$ cat config.mk
export PLATFORM = sky130hd
export DESIGN_NAME = pipe_adder_flat
export DESIGN_NICKNAME = d
export VERILOG_FILES = /design/src/rtl/pipe_adder_pkg.sv /design/src/rtl/pipe_adder_if.sv /design/src/rtl/pipe_adder_stage.sv /design/src/rtl/pipe_adder.sv /design/src/flat_wrapper.sv
export SDC_FILE = /design/constraint.sdc
export NUM_CORES = 1
export LEC_CHECK = 0
export ABC_CLOCK_PERIOD_IN_PS = 2050
export CAP_MARGIN = 5
export CORE_MARGIN = 1.5
export CORE_UTILIZATION = 35
export DETAILED_ROUTE_END_ITERATION = 8
export GPL_TIMING_DRIVEN = 1
export PLACE_DENSITY = 0.63
export SLEW_MARGIN = 20
export SYNTH_ARGS = -nofsm -noshare
export SYNTH_HDL_FRONTEND = slang
export SYNTH_SLANG_ARGS = --single-unit
$ cat constraint.sdc
create_clock -name clk -period 2.05 [get_ports clk]
set_input_delay 0.41 -clock clk [delete_from_list [all_inputs] [get_ports clk]]
set_output_delay 0.41 -clock clk [all_outputs]
set_load 0.02 [all_outputs]
$ cat src/rtl/pipe_adder_pkg.sv
// Shared constants and types for the chunked, pipelined adder/subtractor.
// Width helpers keep the stage slicing arithmetic in one place.
package pipe_adder_pkg;

    localparam int DEF_WIDTH  = 8;
    localparam int DEF_STAGES = 2;

    // Stage register layout for the default configuration.
    typedef struct packed {
        logic                 valid;
        logic                 carry;
        logic                 sub;
        logic [DEF_WIDTH-1:0] psum;
        logic [DEF_WIDTH-1:0] a_rem;
        logic [DEF_WIDTH-1:0] b_rem;
    } stage_t;

    typedef struct packed {
        logic [DEF_WIDTH-1:0] sum;
        logic                 cout;
        logic                 ovf;
    } result_t;

    function automatic int chunk_width(input int width, input int stages);
        return width / stages;
    endfunction

    // The last stage keeps only the operand MSBs, which the overflow flag needs.
    function automatic int rem_out_width(input int width, input int stages, input int idx);
        return (idx == stages - 1) ? 1 : width - (idx + 1) * (width / stages);
    endfunction

endpackage

$ cat src/rtl/pipe_adder_if.sv
// Operand/result handshake bundle for pipe_adder.
interface pipe_adder_if #(
    parameter int WIDTH = pipe_adder_pkg::DEF_WIDTH
);
    logic             in_valid;
    logic             in_ready;
    logic [WIDTH-1:0] a;
    logic [WIDTH-1:0] b;
    logic             cin;
    logic             sub;
    logic             out_valid;
    logic             out_ready;
    logic [WIDTH-1:0] sum;
    logic             cout;
    logic             ovf;

    modport master (
        output in_valid, a, b, cin, sub, out_ready,
        input  in_ready, out_valid, sum, cout, ovf
    );

    modport slave (
        input  in_valid, a, b, cin, sub, out_ready,
        output in_ready, out_valid, sum, cout, ovf
    );
endinterface

$ cat src/rtl/pipe_adder_stage.sv
// One CHUNK-wide slice of the pipelined adder: adds its chunk, appends it to the
// finished low bits, and forwards the untouched operand chunks downstream.
module pipe_adder_stage
    import pipe_adder_pkg::*;
#(
    parameter  int WIDTH  = DEF_WIDTH,
    parameter  int STAGES = DEF_STAGES,
    parameter  int IDX    = 0,
    localparam int CHUNK  = chunk_width(WIDTH, STAGES),
    localparam int LIN_W  = IDX * CHUNK + 1,
    localparam int RIN_W  = WIDTH - IDX * CHUNK,
    localparam int LOUT_W = LIN_W + CHUNK,
    localparam int ROUT_W = rem_out_width(WIDTH, STAGES, IDX)
) (
    input  logic              clk,
    input  logic              rst_n,
    input  logic              i_next_load,
    input  logic              i_valid,
    input  logic              i_sub,
    input  logic [LIN_W-1:0]  i_low,
    input  logic [RIN_W-1:0]  i_a_rem,
    input  logic [RIN_W-1:0]  i_b_rem,
    output logic              o_load,
    output logic              o_valid,
    output logic              o_sub,
    output logic [LOUT_W-1:0] o_low,
    output logic [ROUT_W-1:0] o_a_rem,
    output logic [ROUT_W-1:0] o_b_rem
);

    logic              r_valid;
    logic              r_sub;
    logic [LOUT_W-1:0] r_low;
    logic [ROUT_W-1:0] r_a_rem;
    logic [ROUT_W-1:0] r_b_rem;

    logic [CHUNK-1:0]  w_b_eff;
    logic [CHUNK:0]    w_chunk_sum;
    logic [LOUT_W-1:0] w_low_next;
    logic [ROUT_W-1:0] w_a_next;
    logic [ROUT_W-1:0] w_b_next;

    // i_low carries {carry, finished low bits}; its MSB is this chunk's carry-in.
    assign w_b_eff     = i_b_rem[CHUNK-1:0] ^ {CHUNK{i_sub}};
    assign w_chunk_sum = {1'b0, i_a_rem[CHUNK-1:0]} + {1'b0, w_b_eff}
                       + {{CHUNK{1'b0}}, i_low[LIN_W-1]};

    generate
        if (IDX == 0) begin : g_first
            assign w_low_next = w_chunk_sum;
        end else begin : g_chain
            assign w_low_next = {w_chunk_sum, i_low[LIN_W-2:0]};
        end

        if (IDX == STAGES - 1) begin : g_last
            assign w_a_next = i_a_rem[RIN_W-1];
            assign w_b_next = i_b_rem[RIN_W-1];
        end else begin : g_mid
            assign w_a_next = i_a_rem[RIN_W-1:CHUNK];
            assign w_b_next = i_b_rem[RIN_W-1:CHUNK];
        end
    endgenerate

    assign o_load = !r_valid || i_next_load;

    always_ff @(posedge clk or negedge rst_n) begin
        if (!rst_n) begin
            r_valid <= 1'b0;
            r_sub   <= 1'b0;
            r_low   <= '0;
            r_a_rem <= '0;
            r_b_rem <= '0;
        end else if (o_load) begin
            r_valid <= i_valid;
            if (i_valid) begin
                r_sub   <= i_sub;
                r_low   <= w_low_next;
                r_a_rem <= w_a_next;
                r_b_rem <= w_b_next;
            end
        end
    end

    assign o_valid = r_valid;
    assign o_sub   = r_sub;
    assign o_low   = r_low;
    assign o_a_rem = r_a_rem;
    assign o_b_rem = r_b_rem;

endmodule

$ cat src/rtl/pipe_adder.sv
// Pipelined add/subtract unit: STAGES chunk slices in series with a ready/valid
// handshake on both ends; load enables ripple back from out_ready.
module pipe_adder
    import pipe_adder_pkg::*;
#(
    parameter int WIDTH  = DEF_WIDTH,
    parameter int STAGES = DEF_STAGES
) (
    input  logic         clk,
    input  logic         rst_n,
    pipe_adder_if.slave  s_bus
);

    localparam int CHUNK = chunk_width(WIDTH, STAGES);
    localparam int LAST  = STAGES - 1;

    generate
        for (genvar gi = 0; gi < STAGES; gi++) begin : g_stage
            localparam int LIN_W  = gi * CHUNK + 1;
            localparam int RIN_W  = WIDTH - gi * CHUNK;
            localparam int LOUT_W = LIN_W + CHUNK;
            localparam int ROUT_W = rem_out_width(WIDTH, STAGES, gi);

            logic              w_in_valid;
            logic              w_in_sub;
            logic              w_next_load;
            logic [LIN_W-1:0]  w_in_low;
            logic [RIN_W-1:0]  w_in_a;
            logic [RIN_W-1:0]  w_in_b;
            logic              w_load;
            logic              w_valid;
            logic              w_sub;
            logic [LOUT_W-1:0] w_low;
            logic [ROUT_W-1:0] w_a;
            logic [ROUT_W-1:0] w_b;

            if (gi == 0) begin : g_head
                // Subtract forces carry-in to 1 so that a + ~b + 1 = a - b.
                assign w_in_valid = s_bus.in_valid;
                assign w_in_sub   = s_bus.sub;
                assign w_in_low   = s_bus.sub | s_bus.cin;
                assign w_in_a     = s_bus.a;
                assign w_in_b     = s_bus.b;
            end else begin : g_link
                assign w_in_valid = g_stage[gi-1].w_valid;
                assign w_in_sub   = g_stage[gi-1].w_sub;
                assign w_in_low   = g_stage[gi-1].w_low;
                assign w_in_a     = g_stage[gi-1].w_a;
                assign w_in_b     = g_stage[gi-1].w_b;
            end

            if (gi == STAGES - 1) begin : g_tail
                assign w_next_load = s_bus.out_ready;
            end else begin : g_body
                assign w_next_load = g_stage[gi+1].w_load;
            end

            pipe_adder_stage #(
                .WIDTH  (WIDTH),
                .STAGES (STAGES),
                .IDX    (gi)
            ) u_stage (
                .clk         (clk),
                .rst_n       (rst_n),
                .i_next_load (w_next_load),
                .i_valid     (w_in_valid),
                .i_sub       (w_in_sub),
                .i_low       (w_in_low),
                .i_a_rem     (w_in_a),
                .i_b_rem     (w_in_b),
                .o_load      (w_load),
                .o_valid     (w_valid),
                .o_sub       (w_sub),
                .o_low       (w_low),
                .o_a_rem     (w_a),
                .o_b_rem     (w_b)
            );
        end
    endgenerate

    logic w_a_msb;
    logic w_b_eff_msb;
    logic w_sum_msb;

    assign w_a_msb     = g_stage[LAST].w_a[0];
    assign w_b_eff_msb = g_stage[LAST].w_b[0] ^ g_stage[LAST].w_sub;
    assign w_sum_msb   = g_stage[LAST].w_low[WIDTH-1];

    assign s_bus.in_ready  = g_stage[0].w_load;
    assign s_bus.out_valid = g_stage[LAST].w_valid;
    assign s_bus.sum       = g_stage[LAST].w_low[WIDTH-1:0];
    assign s_bus.cout      = g_stage[LAST].w_low[WIDTH];
    // Derived only from last-stage registers, so it holds steady under backpressure.
    assign s_bus.ovf       = (w_a_msb == w_b_eff_msb) && (w_sum_msb != w_a_msb);

endmodule
$ cat src/flat_wrapper.sv
// flat-port wrapper written by rule: the top's interface ports become plain ports
module pipe_adder_flat import pipe_adder_pkg::*;
#(
    parameter int WIDTH  = DEF_WIDTH,
    parameter int STAGES = DEF_STAGES
)
  (clk, rst_n, s_bus_in_valid, s_bus_a, s_bus_b, s_bus_cin, s_bus_sub, s_bus_out_ready, s_bus_in_ready, s_bus_out_valid, s_bus_sum, s_bus_cout, s_bus_ovf);
  pipe_adder_if #(.WIDTH(WIDTH)) s_bus_i ();
  input  logic clk;
  input  logic rst_n;
  input wire logic [$bits(s_bus_i.in_valid)-1:0] s_bus_in_valid;
  input wire logic [$bits(s_bus_i.a)-1:0] s_bus_a;
  input wire logic [$bits(s_bus_i.b)-1:0] s_bus_b;
  input wire logic [$bits(s_bus_i.cin)-1:0] s_bus_cin;
  input wire logic [$bits(s_bus_i.sub)-1:0] s_bus_sub;
  input wire logic [$bits(s_bus_i.out_ready)-1:0] s_bus_out_ready;
  output wire logic [$bits(s_bus_i.in_ready)-1:0] s_bus_in_ready;
  output wire logic [$bits(s_bus_i.out_valid)-1:0] s_bus_out_valid;
  output wire logic [$bits(s_bus_i.sum)-1:0] s_bus_sum;
  output wire logic [$bits(s_bus_i.cout)-1:0] s_bus_cout;
  output wire logic [$bits(s_bus_i.ovf)-1:0] s_bus_ovf;
  assign s_bus_i.in_valid = s_bus_in_valid;
  assign s_bus_i.a = s_bus_a;
  assign s_bus_i.b = s_bus_b;
  assign s_bus_i.cin = s_bus_cin;
  assign s_bus_i.sub = s_bus_sub;
  assign s_bus_i.out_ready = s_bus_out_ready;
  assign s_bus_in_ready = s_bus_i.in_ready;
  assign s_bus_out_valid = s_bus_i.out_valid;
  assign s_bus_sum = s_bus_i.sum;
  assign s_bus_cout = s_bus_i.cout;
  assign s_bus_ovf = s_bus_i.ovf;
  pipe_adder #(.WIDTH(WIDTH), .STAGES(STAGES)) u_core (.clk(clk), .rst_n(rst_n), .s_bus(s_bus_i));
endmodule
Yosys cells after proc, flatten, opt, wreduce, memory -nomap -nowiden

Cells that the tools add are included.

Register bits after elaboration: 28
Output and inout bits: 12
Bits of input ports: 22
Logic and storage cells: 27

Reduce and logical (&&, ||, !) cells: 7
Equality and inequality tests: 2
Bitwise operators: 4
$add $sub $neg: 4

Operator list:

| operator             | count |
|---|---|
| adder 4 x 4 -> 5 bit | 2 |
| adder 5 x 1 -> 5 bit | 2 |
| bitwise XOR 4 bit    | 2 |
| AND reduction 2 bit  | 2 |
| logical NOT 1 bit    | 2 |
| logical OR 1 bit     | 2 |
| == test 1 bit        | 1 |
| logical AND 1 bit    | 1 |
| != test 1 bit        | 1 |
| OR 1 bit             | 1 |
| bitwise XOR 1 bit    | 1 |

Longest topological paths before layout

Gate-level depths: netlist (run 1).

Depth after elaboration: 4
Gate-level depth with buffers: 8
Gate-level depth less buffers: 7

Hierarchy

Synthesis (run 1) repeated with hierarchy kept, for this count alone.

Cells, all modules: 118
Area total of the unflattened synthesis: 1530.2 µm²

Modules (own cells, without submodules):

| module                                       | instances | area each (µm²) | seq. area each (µm²) | cells each |
|---|---|---|---|---|
| pipe_adder_stage (u_core.g_stage[0].u_stage) | 1         | 805.8           | 375.4                | 58 |
| pipe_adder_stage (u_core.g_stage[1].u_stage) | 1         | 684.4           | 325.3                | 55 |
| pipe_adder                                   | 1         | 40.0            | 0.0                  | 5 |

Worst setup path before layout (run 1)

OpenSTA, ideal clock, no wires.

Path type: input-to-reg
Start point: input s_bus_sub
End point: register u_core.g_stage[0].u_stage.r_low[1]
Stages on the path: 6
Data required time: 1925 ps
Setup slack: 33 ps
Library setup time: 125 ps
Arrival: 1892 ps
Buffers on the path: 1
Cells stage by stage: clkbuf_1 xnor2_1 fa_1 inv_1 fa_1 mux2_2

Longest elaborated chain between the ends: 3
Elaborated cells on any way between the ends: 4
Those cells by class: add/sub (2); bitwise (2)

RTL lines:

| what                                         | line                   | text |
|---|---|---|
| from (decl)                                  | flat_wrapper.sv:15     | `input wire logic [$bits(s_bus_i.sub)-1:0] s_bus_sub;` |
| bitwise XOR 4 bit                            | pipe_adder_stage.sv:44 | `assign w_b_eff = i_b_rem[CHUNK-1:0] ^ {CHUNK{i_sub}};` |
| adder 4 x 4 -> 5 bit                         | pipe_adder_stage.sv:45 | `assign w_chunk_sum = {1'b0, i_a_rem[CHUNK-1:0]} + {1'b0, w_b_eff}` |
| adder 5 x 1 -> 5 bit (*)                     | pipe_adder_stage.sv:46 | `+ {{CHUNK{1'b0}}, i_low[LIN_W-1]};` |
| via u_core.g_stage[0].u_stage.w_chunk_sum[1] | pipe_adder_stage.sv:38 | `logic [CHUNK:0] w_chunk_sum;` |
| to (signal assigned)                         | pipe_adder_stage.sv:77 | `r_low <= w_low_next;` |
| to (decl)                                    | pipe_adder_stage.sv:33 | `logic [LOUT_W-1:0] r_low;` |

The timed path passes the listed nets; every way through them passes the cells marked *.
A chain may end at the register's enable or synchronous reset.

Worst setup path in the final report (run 1)

Start point: input s_bus_b[1]
End point: register u_core.g_stage[0].u_stage.r_low[3]

Longest elaborated chain between the ends: 3

RTL lines:

| what                 | line                   | text |
|---|---|---|
| from (decl)          | flat_wrapper.sv:13     | `input wire logic [$bits(s_bus_i.b)-1:0] s_bus_b;` |
| bitwise XOR 4 bit    | pipe_adder_stage.sv:44 |  |
| adder 4 x 4 -> 5 bit | pipe_adder_stage.sv:45 |  |
| adder 5 x 1 -> 5 bit | pipe_adder_stage.sv:46 |  |

No other way between the ends.

==> results.json, run 1 <==
{
  "status": "completed",
  "cts_tree": "done",
  "num-fill-cells": 362,
  "synth_mux_area_frac": 0.153,
  "synth_nets": 148,
  "synth-edff-count": 0,
  "path_cells": "clkdlybuf4s50_1 -> xor2_1 -> ha_1 -> and3b_1 -> or3_1 -> a41o_1",
  "gp_congestion": 0.854,
  "critPathMaxStageDelay_ps": 470,
  "cts-buffers-inserted": 3,
  "htreeDepth": 1,
  "finalCriticalPeriod_ps": 1950,
  "grt_pass1_wl_um": 4760,
  "cp_max_fo": 2,
  "die_area_um2": 4540,
  "yosysWarnings": 0,
  "hpwl_um": 2320,
  "netlist_area_um2": 1450,
  "yosys.area.top_type": "dfrtp_1",
  "n_antenna_cell": 0,
  "setup-violations-final": 0,
  "synth_commonest_cells": "dfrtp_1, mux2_2, o21ai_0",
  "post-cts-setup-buffers": 0,
  "synth_compound_area_frac": 0.0914,
  "synth_adder_area_share": 0.107,
  "max_slew_margin": 0.757,
  "synth_cells": 116,
  "die_h_um": 67.4,
  "port_buffers": 33,
  "drt-total-wl_um": 2880,
  "synth_area_leaders": "dfrtp_1, mux2_2, fa_1",
  "rows": 23,
  "crit_type": "input pin to flop",
  "fin_util": 0.500,
  "synth_xor_area_frac": 0.0664,
  "grt_usage": 0.138,
  "hold_class": "input pin to asynchronous set/reset pin",
  "hold_buffers": 0,
  "synthSimpleGateAreaFrac": 0.0621,
  "vias": 1036,
  "floorplan.initialDensity": 0.363,
  "syn_to_final_growth_pct": 37.8,
  "final_max_slew_viol_count": 0,
  "clk_latency_ps": 270,
  "synth_top_area_share": 0.483,
  "synth_seq_cells": 28,
  "grt_setup_unrepaired": "no",
  "hold_viol": 0,
  "synthDistinctLibCells": 29,
  "fin_skew_ps": 5.85,
  "grt_max_degree": 29,
  "cp-start-kind": "input pin",
  "wire_per_inst_um": 13.6,
  "io_pins": 34,
  "dominantRegCellSynth": "dfrtp_1",
  "die_w_um": 67.4,
  "ys_seq_area_frac": 0.483,
  "syn_area_per_cell_um2": 12.5,
  "cp-end-kind": "flop",
  "dp.cells": 208,
  "drc_errors": 0,
  "clock_path_buffers": 2,
  "grt_pass1_vias": 1114,
  "finalNetCount": 195,
  "core-area_um2": 4000,
  "clkTransAtPathRegs_ps": 100,
  "worstMarginPinSlew_ps": 365,
  "peakVddDrop_v": 0.000300,
  "crit_required_ps": 2220,
  "layoutNonFillerInstCount": 212,
  "ant_nets": 0,
  "drt_iter0_drc": 40,
  "crit_arrival_ps": 2120,
  "antenna_found_initial": 0,
  "synth_top_family_by_area": "multiplexers",
  "numClockSinks": 28,
  "period_share": 0.952,
  "via_per_inst": 4.89,
  "max_freq_ghz": 0.512,
  "slowest_stage": "clkdlybuf4s50_1",
  "root_buffer": "clkbuf_8",
  "drive_above_1_share": 0.265,
  "synthArstFlopShare": 1.00,
  "cap_violations": 0,
  "post-synth-top-count-cell": "dfrtp_1",
  "first_pass_iters": 4,
  "grt-ovfl-total": 0,
  "leakage_nw": 0.918,
  "powerDensity_nw_per_um2": 974
}
metal layers:
layer | track usage | wire length [µm] | up-vias
met2 | 0.270 | 1550 | 25
met1 | 0.159 | 1250 | 519
met4 | 0.0306 | 0 | 0
met5 | 0 | 0 | -
li1 | - | - | 492
met3 | 0.0150 | 81 | 0
what timing repair did:
action	CTS	global route
endpoints found under the setup margin	6	2
pin swaps	0	1
gates cloned	0	0
resized for setup	4	4
kinds of logic (layout without fill, tap and decap cells):
| group | count (synthesis) | count (layout) |
|---|---|---|
| simple gates | 14 | 14 |
| compound gates | 21 | 21 |
| xor+xnor | 11 | 11 |
| buf+inv | 12 | 58 |
| fa+ha+maj | 10 | 10 |
| mux | 20 | 20 |
| flops | 28 | 28 |
sequential cells by signal, summed over array words and instances, names as in the netlist:
register                        flops
u_core.g_stage.u_stage.o_a_rem      5
u_core.g_stage.u_stage.o_valid      2
u_core.g_stage.u_stage.o_low       14
u_core.g_stage.u_stage.o_sub        2
u_core.g_stage.u_stage.o_b_rem      5
per-stage QoR:
step                setup TNS, ps  worst slack (ps)  instance area, µm²  hold slack, ps  power (mW)
finish                          0              98.6                2000             511        1.95
global route                    0              30.1                2000             537        2.09
CTS                             0              14.2                1990             514        1.97
detailed placement          -1600              -451                1930             492        1.64
global placement            -1230              -330                1930             490        1.61
floorplan                       0              33.1                1450             114        1.27
layout make-up:
class	count	area, µm²	area share
inverters	8	30.0	0.0150
well taps	50	62.6	0.0313
clock buffers	4	55.1	0.0275
flip-flops and latches	28	701	0.350
multi-input cells	76	713	0.356
repair buffers	46	439	0.220
worst paths after layout:
kind | startpoint | endpoint | slack [ps] | depth (start not counted)
max | s_bus_b[1] | u_core.g_stage[0].u_stage.o_low[3] | 100 | 6
min | rst_n | u_core.g_stage[0].u_stage.o_a_rem[3] | 510 | 2
max reg2reg | u_core.g_stage[0].u_stage.o_sub | u_core.g_stage[1].u_stage.o_low[8] | 230 | 7
min reg2reg | u_core.g_stage[1].u_stage.o_low[2] | u_core.g_stage[1].u_stage.o_low[2] | 510 | 1
max in group asynchronous | rst_n | u_core.g_stage[0].u_stage.o_b_rem[3] | 1270 | 2
min in group clk | u_core.g_stage[1].u_stage.o_low[2] | u_core.g_stage[1].u_stage.o_low[2] | 510 | 1
report_power, final:
| group | internal, mW | switching (mW) |
|---|---|---|
| registers | 0.706 | 0.0872 |
| clock network | 0.172 | 0.169 |
| logic | 0.440 | 0.374 |
critical path, delay by kind of cell:
kind                       cells  cell delay, ps
and+or+nand+nor                2             530
buffers and inverters          1             470
adders and majority gates      1             260
AOI/OAI and AO/OA              1             250
xor gates and xnor gates       1             210
cells in the final DEF, fill, tap and decap left out:
master,instances
or3_1,1
nand3b_1,1
nand2b_1,3
dlygate4sd2_1,3
nand3_1,1
buf_4,12
nor2b_1,1
mux2i_1,2
and3b_1,2
nand2_1,2
o21ai_0,11
nand3b_2,1
dlymetal6s2s_1,1
dfrtp_1,28
a21o_1,2
ha_1,6
o311ai_0,1
inv_1,8
a21boi_0,1
o2111ai_1,1
fa_2,2
xnor2_1,2
mux2_2,18
a21oi_2,1
a41o_1,1
clkbuf_8,4
a21oi_1,1
nand2_2,1
xnor2_2,1
buf_12,1
fa_1,2
xor2_1,8
a21o_2,2
clkdlybuf4s50_1,29
nor2_1,1
Note: power is estimated with default switching activity, not from simulation.
==> run 2: changes to the inputs <==
--- a/config.mk
+++ b/config.mk
@@ -11,8 +11,10 @@
 export CORE_UTILIZATION = 35
 export DETAILED_ROUTE_END_ITERATION = 8
 export GPL_TIMING_DRIVEN = 1
+export MAX_ROUTING_LAYER = met4
 export PLACE_DENSITY = 0.63
 export SLEW_MARGIN = 20
 export SYNTH_ARGS = -nofsm -noshare
 export SYNTH_HDL_FRONTEND = slang
+export SYNTH_HIERARCHICAL = 1
 export SYNTH_SLANG_ARGS = --single-unit
==> run 2 against run 1 <==
Effect of this change:
- core utilization decreased by 1.0 points
- die area up 5.2%
- wire length fell by 6.1%
- critical path type unchanged
==> results.json, run 2 <==
{
  "r2r_slack_ps": 200,
  "synth_nets": 150,
  "crit_arrival_ps": 2120,
  "crit_required_ps": 2210,
  "n_antenna_cell": 0,
  "regToRegEndpoint": "u_core/g_stage[1].u_stage/o_low[8]",
  "synth_area_leaders": "dfrtp_1, mux2_4, mux2_2",
  "status": "completed",
  "synth_top_area_share": 0.458,
  "netlist_area_um2": 1530,
  "first_pass_iters": 4,
  "rows": 23,
  "hpwl_um": 2110,
  "peakVddDrop_v": 0.000335,
  "holdWs_ps": 507,
  "synth_seq_cells": 28,
  "synth-edff-count": 0,
  "dominantRegCellSynth": "dfrtp_1",
  "drive_above_1_share": 0.270,
  "port_buffers": 33,
  "crit_type": "input pin to flop",
  "post-synth-top-count-cell": "dfrtp_1",
  "cp-end-kind": "flop",
  "reg2reg_from": "u_core/g_stage[0].u_stage/o_sub",
  "syn_to_final_growth_pct": 31.8,
  "floorplan.initialDensity": 0.372,
  "period_share": 0.958,
  "syn_area_per_cell_um2": 13.0,
  "rr_worst_depth": 7,
  "final_max_slew_viol_count": 0,
  "cp_max_fo": 2,
  "htreeDepth": 1,
  "io_pins": 34,
  "clkTransAtPathRegs_ps": 90,
  "layout_commonest_cell": "clkdlybuf4s50_1",
  "ys_seq_area_frac": 0.458,
  "gp_congestion": 0.802,
  "die_h_um": 69.1,
  "finalCriticalPeriod_ps": 1960,
  "die_area_um2": 4780,
  "largest_reg_flops": 14,
  "cts_tree": "done",
  "post-cts-setup-buffers": 0,
  "grt_pass1_vias": 1088,
  "fin_skew_ps": 1.81,
  "synth_cells": 118,
  "setup-violations-final": 0,
  "clk_latency_ps": 270,
  "synthArstFlopShare": 1.00,
  "drt_iter0_drc": 58,
  "die_w_um": 69.1,
  "cts-buffers-inserted": 3,
  "vias": 998,
  "antenna_found_initial": 0,
  "grt_max_degree": 29,
  "yosys.area.top_type": "dfrtp_1",
  "finalNetCount": 193,
  "grt_setup_unrepaired": "no",
  "hold_viol": 0,
  "drc_errors": 0,
  "ant_nets": 0,
  "fin_setup_tns_ps": 0,
  "layoutNonFillerInstCount": 209,
  "num-fill-cells": 378,
  "dp.cells": 206,
  "powerDensity_nw_per_um2": 968,
  "critPathLaunch": "s_bus_b[0]",
  "cp-start-kind": "input pin",
  "hold_depth": 1,
  "worstMarginPinSlew_ps": 348,
  "fin_util": 0.490,
  "grt_pass1_wl_um": 4840,
  "core-area_um2": 4120,
  "synth_commonest_cells": "dfrtp_1, mux2_2, inv_1, mux2_4, xor2_1",
  "max_freq_ghz": 0.509,
  "cap_violations": 0,
  "final_cell_mix": "clkdlybuf4s50_1, dfrtp_1, mux2_2",
  "drt-total-wl_um": 2710,
  "critPathCapture": "u_core/g_stage[0].u_stage/o_low[1]",
  "synthDistinctLibCells": 32,
  "grt-ovfl-total": 0,
  "wire_per_inst_um": 12.9,
  "yosysWarnings": 6,
  "hold_class": "flop to flop",
  "clock_path_buffers": 2,
  "leakage_nw": 0.940,
  "via_per_inst": 4.78,
  "root_buffer": "clkbuf_8",
  "p_total_mw": 1.95,
  "max_slew_margin": 0.768,
  "numClockSinks": 28,
  "grt_usage": 0.127
}
-- run 2: cell types whose count changed in the layout (fill, tap and decap cells not counted), sizes merged, moves of 2 or more --
cell | previous run | this run
a21oi | 2 | 4
buf | 13 | 10
inv | 8 | 10
o21ai | 11 | 6
or2b | 0 | 2
-- run 2: worst min path at each step --
| stage | from | end | slack, ps |
|---|---|---|---|
| after floorplan | rst_n | u_core/g_stage[0].u_stage/o_a_rem[0] | 110 |
| after global placement | u_core/g_stage[0].u_stage/o_low[3] | u_core/g_stage[1].u_stage/o_low[3] | 490 |
| after detailed placement | u_core/g_stage[0].u_stage/o_low[3] | u_core/g_stage[1].u_stage/o_low[3] | 490 |
| after CTS | u_core/g_stage[0].u_stage/o_low[3] | u_core/g_stage[1].u_stage/o_low[3] | 510 |
| after global routing | u_core/g_stage[0].u_stage/o_low[3] | u_core/g_stage[1].u_stage/o_low[3] | 530 |
| final | u_core/g_stage[0].u_stage/o_low[3] | u_core/g_stage[1].u_stage/o_low[3] | 510 |
-- run 2: area by class of cell --
cell class / count / area (µm²) / area share
timing repair buffer: 43 / 408 / 0.202
clock buffer: 3 / 41.3 / 0.0205
sequential: 28 / 701 / 0.347
inverter: 10 / 37.5 / 0.0186
multi-input combinational: 75 / 767 / 0.380
tap: 50 / 62.6 / 0.0310
-- run 2: timing repair --
action	CTS	global route
setup endpoints to repair	5	3
pin swaps	3	2
resized for setup	10	2
hold buffers	0	0
-- run 2: critical path: stages --
cell	delay [ps]
clkdlybuf4s50_1	440
xnor2_2	160
fa_2	350
inv_2	70
fa_2	420
mux2_4	270
-- run 2: power by group --
part	switching [mW]	internal, mW	total [mW]
logic	0.377	0.480	0.856
clock network	0.157	0.132	0.289
registers	0.0971	0.709	0.806
total	0.631	1.32	1.95
-- run 2: logic make-up after synthesis --
| family | share of synthesized area |
|---|---|
| flops | 0.458 |
| simple gates | 0.0646 |
| fa+ha+maj | 0.101 |
| buf+inv | 0.0515 |
| xor+xnor | 0.0630 |
| mux | 0.175 |
| compound gates | 0.0867 |
-- run 2: through the flow --
step           setup slack, ps  area (µm²)
4_1_cts                   47.1        2010
2_1_floorplan             62.2        1530
3_5_place_dp              -382        1960
5_1_grt                   10.8        2020
3_3_place_gp              -333        1960
6_report                  85.9        2020
-- run 2: layer usage --
layer,share of wire,GRT usage,routed length [µm]
met2,0.52,0.220,1410
met1,0.42,0.147,1140
met3,0.051,0.0278,138
met4,0.0063,0.0414,17
met5,0,-,0
